## src/rtl/recfn_to_fn_seq.sv

```systemverilog
// Sequential recoded-to-IEEE float converter: one result per request, with subnormals
// denormalised one bit per cycle in a shift register.
module recfn_to_fn_seq #(
   parameter int expWidth    = 8,
   parameter int sigWidth    = 24,
   parameter int inputWidth  = expWidth + sigWidth + 1,
   parameter int outputWidth = expWidth + sigWidth
) (
   input  logic                   clk,
   input  logic                   reset,
   input  logic                   go,
   input  logic [inputWidth-1:0]  in_,
   output logic [outputWidth-1:0] out,
   output logic                   done,
   output logic                   busy
);

   localparam int cntWidth = $clog2(sigWidth);
   localparam logic [expWidth:0] minNormExp = (expWidth+1)'((1 << (expWidth-1)) + 2);
   localparam logic [expWidth:0] maxShift   = (expWidth+1)'(sigWidth - 1);

   typedef enum logic [1:0] {IDLE, DECODE, SHIFT, DONE} stateType;

   stateType               state, stateNext;
   logic [inputWidth-1:0]  inReg, inRegNext;
   logic [outputWidth-1:0] outNext;
   logic [sigWidth-2:0]    shiftReg, shiftNext;
   logic [cntWidth-1:0]    count, countNext;

   logic                sign;
   logic [expWidth:0]   expIn;
   logic [sigWidth-2:0] fractIn;
   logic                isZero, isInf, isNaN, isSub;
   logic [expWidth:0]   subDist, shiftAmt;

   assign sign    = inReg[inputWidth-1];
   assign expIn   = inReg[inputWidth-2 -: expWidth+1];
   assign fractIn = inReg[sigWidth-2:0];

   assign isZero = (expIn[expWidth -: 3] == 3'b000);
   assign isInf  = (expIn[expWidth -: 3] == 3'b110);
   assign isNaN  = (expIn[expWidth -: 3] == 3'b111);
   assign isSub  = !isZero && (expIn < minNormExp);

   // Distance below the smallest normal exponent; only meaningful when isSub.
   assign subDist  = minNormExp - (expWidth+1)'(1) - expIn;
   assign shiftAmt = (subDist > maxShift) ? maxShift : subDist;

   assign done = (state == DONE);
   assign busy = (state != IDLE);

   always_comb begin
      // NOTE: every target gets its hold value first so no path leaves one unassigned (no latches).
      stateNext = state;
      inRegNext = inReg;
      outNext   = out;
      shiftNext = shiftReg;
      countNext = count;
      unique case (state)
         IDLE: begin
            if (go) begin
               inRegNext = in_;
               stateNext = DECODE;
            end
         end
         DECODE: begin
            stateNext = DONE;
            if (isZero) begin
               outNext = {sign, {expWidth{1'b0}}, {(sigWidth-1){1'b0}}};
            end else if (isInf) begin
               outNext = {sign, {expWidth{1'b1}}, {(sigWidth-1){1'b0}}};
            end else if (isNaN) begin
               outNext = {sign, {expWidth{1'b1}}, fractIn};
            end else if (isSub) begin
               shiftNext = {1'b1, fractIn[sigWidth-2:1]};
               countNext = cntWidth'(shiftAmt);
               stateNext = SHIFT;
            end else begin
               outNext = {sign, expWidth'(expIn - minNormExp + (expWidth+1)'(1)), fractIn};
            end
         end
         SHIFT: begin
            if (count != '0) begin
               shiftNext = shiftReg >> 1;
               countNext = count - cntWidth'(1);
            end else begin
               outNext   = {sign, {expWidth{1'b0}}, shiftReg};
               stateNext = DONE;
            end
         end
         DONE: begin
            stateNext = IDLE;
         end
         default: begin
            stateNext = IDLE;
         end
      endcase
   end

   always_ff @(posedge clk or negedge reset) begin
      if (!reset) begin
         state    <= IDLE;
         inReg    <= '0;
         out      <= '0;
         shiftReg <= '0;
         count    <= '0;
      end else begin
         // NOTE: non-blocking so every register samples the pre-edge values together.
         state    <= stateNext;
         inReg    <= inRegNext;
         out      <= outNext;
         shiftReg <= shiftNext;
         count    <= countNext;
      end
   end

endmodule

```

## config.mk

```make
export PLATFORM = sky130hd
export DESIGN_NAME = recfn_to_fn_seq
export DESIGN_NICKNAME = d
export VERILOG_FILES = /design/src/rtl/recfn_to_fn_seq.sv
export SDC_FILE = /design/constraint.sdc
export NUM_CORES = 1
export LEC_CHECK = 0
export BUFFER_PORTS_ARGS = -buffer_cell sky130_fd_sc_hd__buf_4
export CAP_MARGIN = 15
export CELL_PAD_IN_SITES_DETAIL_PLACEMENT = 1
export CELL_PAD_IN_SITES_GLOBAL_PLACEMENT = 1
export CORE_ASPECT_RATIO = 1.2
export CORE_MARGIN = 5
export CORE_UTILIZATION = 43
export CTS_BUF_LIST = sky130_fd_sc_hd__clkbuf_4 sky130_fd_sc_hd__clkbuf_8
export DETAILED_ROUTE_END_ITERATION = 12
export HOLD_SLACK_MARGIN = 0.03
export PLACE_DENSITY_LB_ADDON = 0.05
export SLEW_MARGIN = 20
export SYNTH_ARGS = -nofsm -noshare
export SYNTH_HDL_FRONTEND = slang
export SYNTH_SLANG_ARGS = --single-unit
```

## constraint.sdc

```tcl
create_clock -name clk -period 2.1 [get_ports clk]
set_input_delay 0.42 -clock clk [delete_from_list [all_inputs] [get_ports clk]]
set_output_delay 0.42 -clock clk [all_outputs]
set_load 0.02 [all_outputs]
```

==> metrics <==
status=completed; Synth Net Count=424; syn_area_per_cell=12.6 um2; fin. max-slew vios=0; Vias=3319; Critical Path AT=2.31 ns; clock latency on the worst-skew pair=0.36 ns; maximum fanout along the worst path=7; CTS Buf Count=9; FMAX=0.491 GHz; Finished Core Util=53.2%; PwrDens=1910 nW/um2; total wire length=11.4 mm; initial antenna violation count=0; count leader, synth=dfrtp_1; layout cells sized above 1=41.4%; diode count=0; RSZ-0062 raised after global routing=true; sequential power share=31.4%; Setup WS pre-CTS=0.0411 ns; vias per std cell=5.50; clock sink count=95; CTS tree=done; Internal=0.00669 W; combinational share of power=57.4%; Worst Setup End Kind=flip-flop; Post-synth top flop=dfrtp_1; mapped cell area=4730 um2; I/O pin count=70; residual antenna-violating net count after detailed routing=0; die footprint=13200 um2; Peak VDD IR=0.700 mV; Setup crit end=count[1]$_DFFE_PN0P_; WS Path Type=reg2reg; synth top area cells=dfrtp_1, mux2_4, mux2_2; first-pass GRT wire length=19.0 mm; clock tree root driver cell=clkbuf_8; pin count of the biggest net entering global routing=35; vias in the first global route=3753; actual slew at the worst max-slew pin=0.462 ns; worst r2r src=count[0]$_DFFE_PN0P_; Initial Utilization=43.3%; Layout Nets=513; Die Y=125 um; register area share after synthesis=50.2%; DIE WIDTH=106 um; Final Hold Vio Count=0; Clock Power Share=11.2%; clock-pin slew on the worst setup and hold paths=0.09 ns; ys async rst share=100%; Reg2Reg Depth=8; RD Place Congestion=0.835; placed insts=586; post-layout min period=2.04 ns; gr ovfl total=0; Initial DRT Pass Iterations=4; CP Data Required Time=2.37 ns; DRC=0; FF-to-FF setup slack=0.06 ns; Tcrit/Tclk final=97.0%; number of post-CTS setup repair buffers=0; Final setup violation count=0; DP Area=5590 um2; buffers added on ports=69; Final TNS setup=0 ns; Worst Clk Skew=0.0105 ns; synthesized flop and latch total=95; startpoint types=flip-flop; switching pwr=0.00441 W; Layout Cells excl Fill=603; Finished Cell Area=5810 um2; number of synthesis warnings=0; cell row count=42; max-cap violations=0; Leak=2.72 nW; reg2reg end=count[1]$_DFFE_PN0P_; EDFF count, synth=0; Crit. Startpoint=count[0]$_DFFE_PN0P_; final worst slack=0.0629 ns; Worst slew margin=69.2%; top post-synthesis cells by count=dfrtp_1, mux2_2, a21oi_1, nor2_1, mux2_4; All-Layer GR Usage=18.0%; core area=10900 um2; Net Sw Frac=39.7%; CTS max path bufs=2; post-synth top area cell=dfrtp_1; top-area cell type share of the netlist area=50.2%; post-synth cell types=51; H-tree depth=3; HPWL after DPL=8.18 mm; Min-Delay Path Class=in2reg; cell count after synthesis=377; WL/cell=18.9 um; drt initial violations=78; area grow syn2layout=22.8%
==> how the worst min path moves through the flow <==
stage | from | to | slack (ns) | cells past startpoint
after CTS | in_[10] | inReg[10]$_DFFE_PN0P_ | 0.26 | 2
after detailed placement | reset | inReg[26]$_DFFE_PN0P_ | 0.41 | 1
after global routing | in_[15] | inReg[15]$_DFFE_PN0P_ | 0.25 | 2
after floorplan | reset | count[0]$_DFFE_PN0P_ | 0.12 | 0
after global placement | reset | inReg[26]$_DFFE_PN0P_ | 0.41 | 1
final | in_[16] | inReg[16]$_DFFE_PN0P_ | 0.28 | 2
==> power groups by stage <==
stage	Clock [W]	Combinational [W]	Sequential (W)
floorplan	0	0.00416	0.00369
global placement	0	0.00621	0.00348
detailed placement	0	0.00641	0.00353
CTS	0.00130	0.00644	0.00350
global route	0.00139	0.00690	0.00362
finish	0.00124	0.00637	0.00349
==> worst max-delay path: stages (launching register included) <==
cell,delay [ns]
dfrtp_1,0.39
inv_1,0.08
ha_1,0.13
or4b_4,0.48
mux2i_2,0.23
a21oi_4,0.07
buf_4,0.18
and3_1,0.19
a311oi_2,0.19
==> registers in the layout, summed over array words and instances, names as in the netlist <==
name / count
inReg: 33
count: 5
out: 32
state: 2
shiftReg: 23
==> through the flow <==
stage	total power, W	hold WS (ns)
floorplan	0.00785	0.124
global placement	0.00969	0.406
detailed placement	0.00993	0.405
CTS	0.0112	0.261
global route	0.0119	0.254
finish	0.0111	0.281
==> final cells by class <==
cell class	count	area, um2
clock inverters	5	56.3
inverters	10	37.5
flip-flops and latches	95	2380
multi-input cells	250	2210
clock buffers	11	145
repair buffers	100	820
fillers	1162	5120
well taps	132	165
==> cells by family after synthesis <==
kind of cell             after synthesis  share of synthesized area [%]
XOR/XNOR                               5                          0.925
AO/OA/AOI/OAI                         84                           12.8
AND/OR/NAND/NOR                       59                           6.32
buffers and inverters                 32                           3.52
multiplexers                          91                           23.3
flip-flops                            95                           50.2
adder cells (fa/ha/maj)               11                           2.91
==> what timing repair did <==
| action | CTS | global route |
|---|---|---|
| setup endpoints to repair | 0 | 59 |
| resized for setup | 0 | 7 |
| hold buffers | 1 | 0 |
| hold endpoints to repair | 31 | 0 |
==> placed cells by master, fill, tap and decap left out, drive strengths merged, types with 3 or more instances in the layout <==
master  instances
dfrtp          95
ha             11
inv            11
nor2           32
mux2i          26
clkbuf         11
a31oi           3
nand3           3
xnor2           5
a22o           25
o21ai           4
mux2           65
nor2b           3
a211oi          3
buf            99
nand2           8
a21oi          34
==> routing by layer <==
metal  GRT usage [%]  part of all wire [%]  wire length [um]  vias to the layer above
met4            7.55                   3.0               342                        0
met5               0                     0                 0                        -
met2            32.6                    53              6050                       59
met3            3.61                   3.0               340                       22
met1            20.5                    41              4680                     1701
li1                -                     -                 -                     1537
Power figures use the tool's default switching activity.
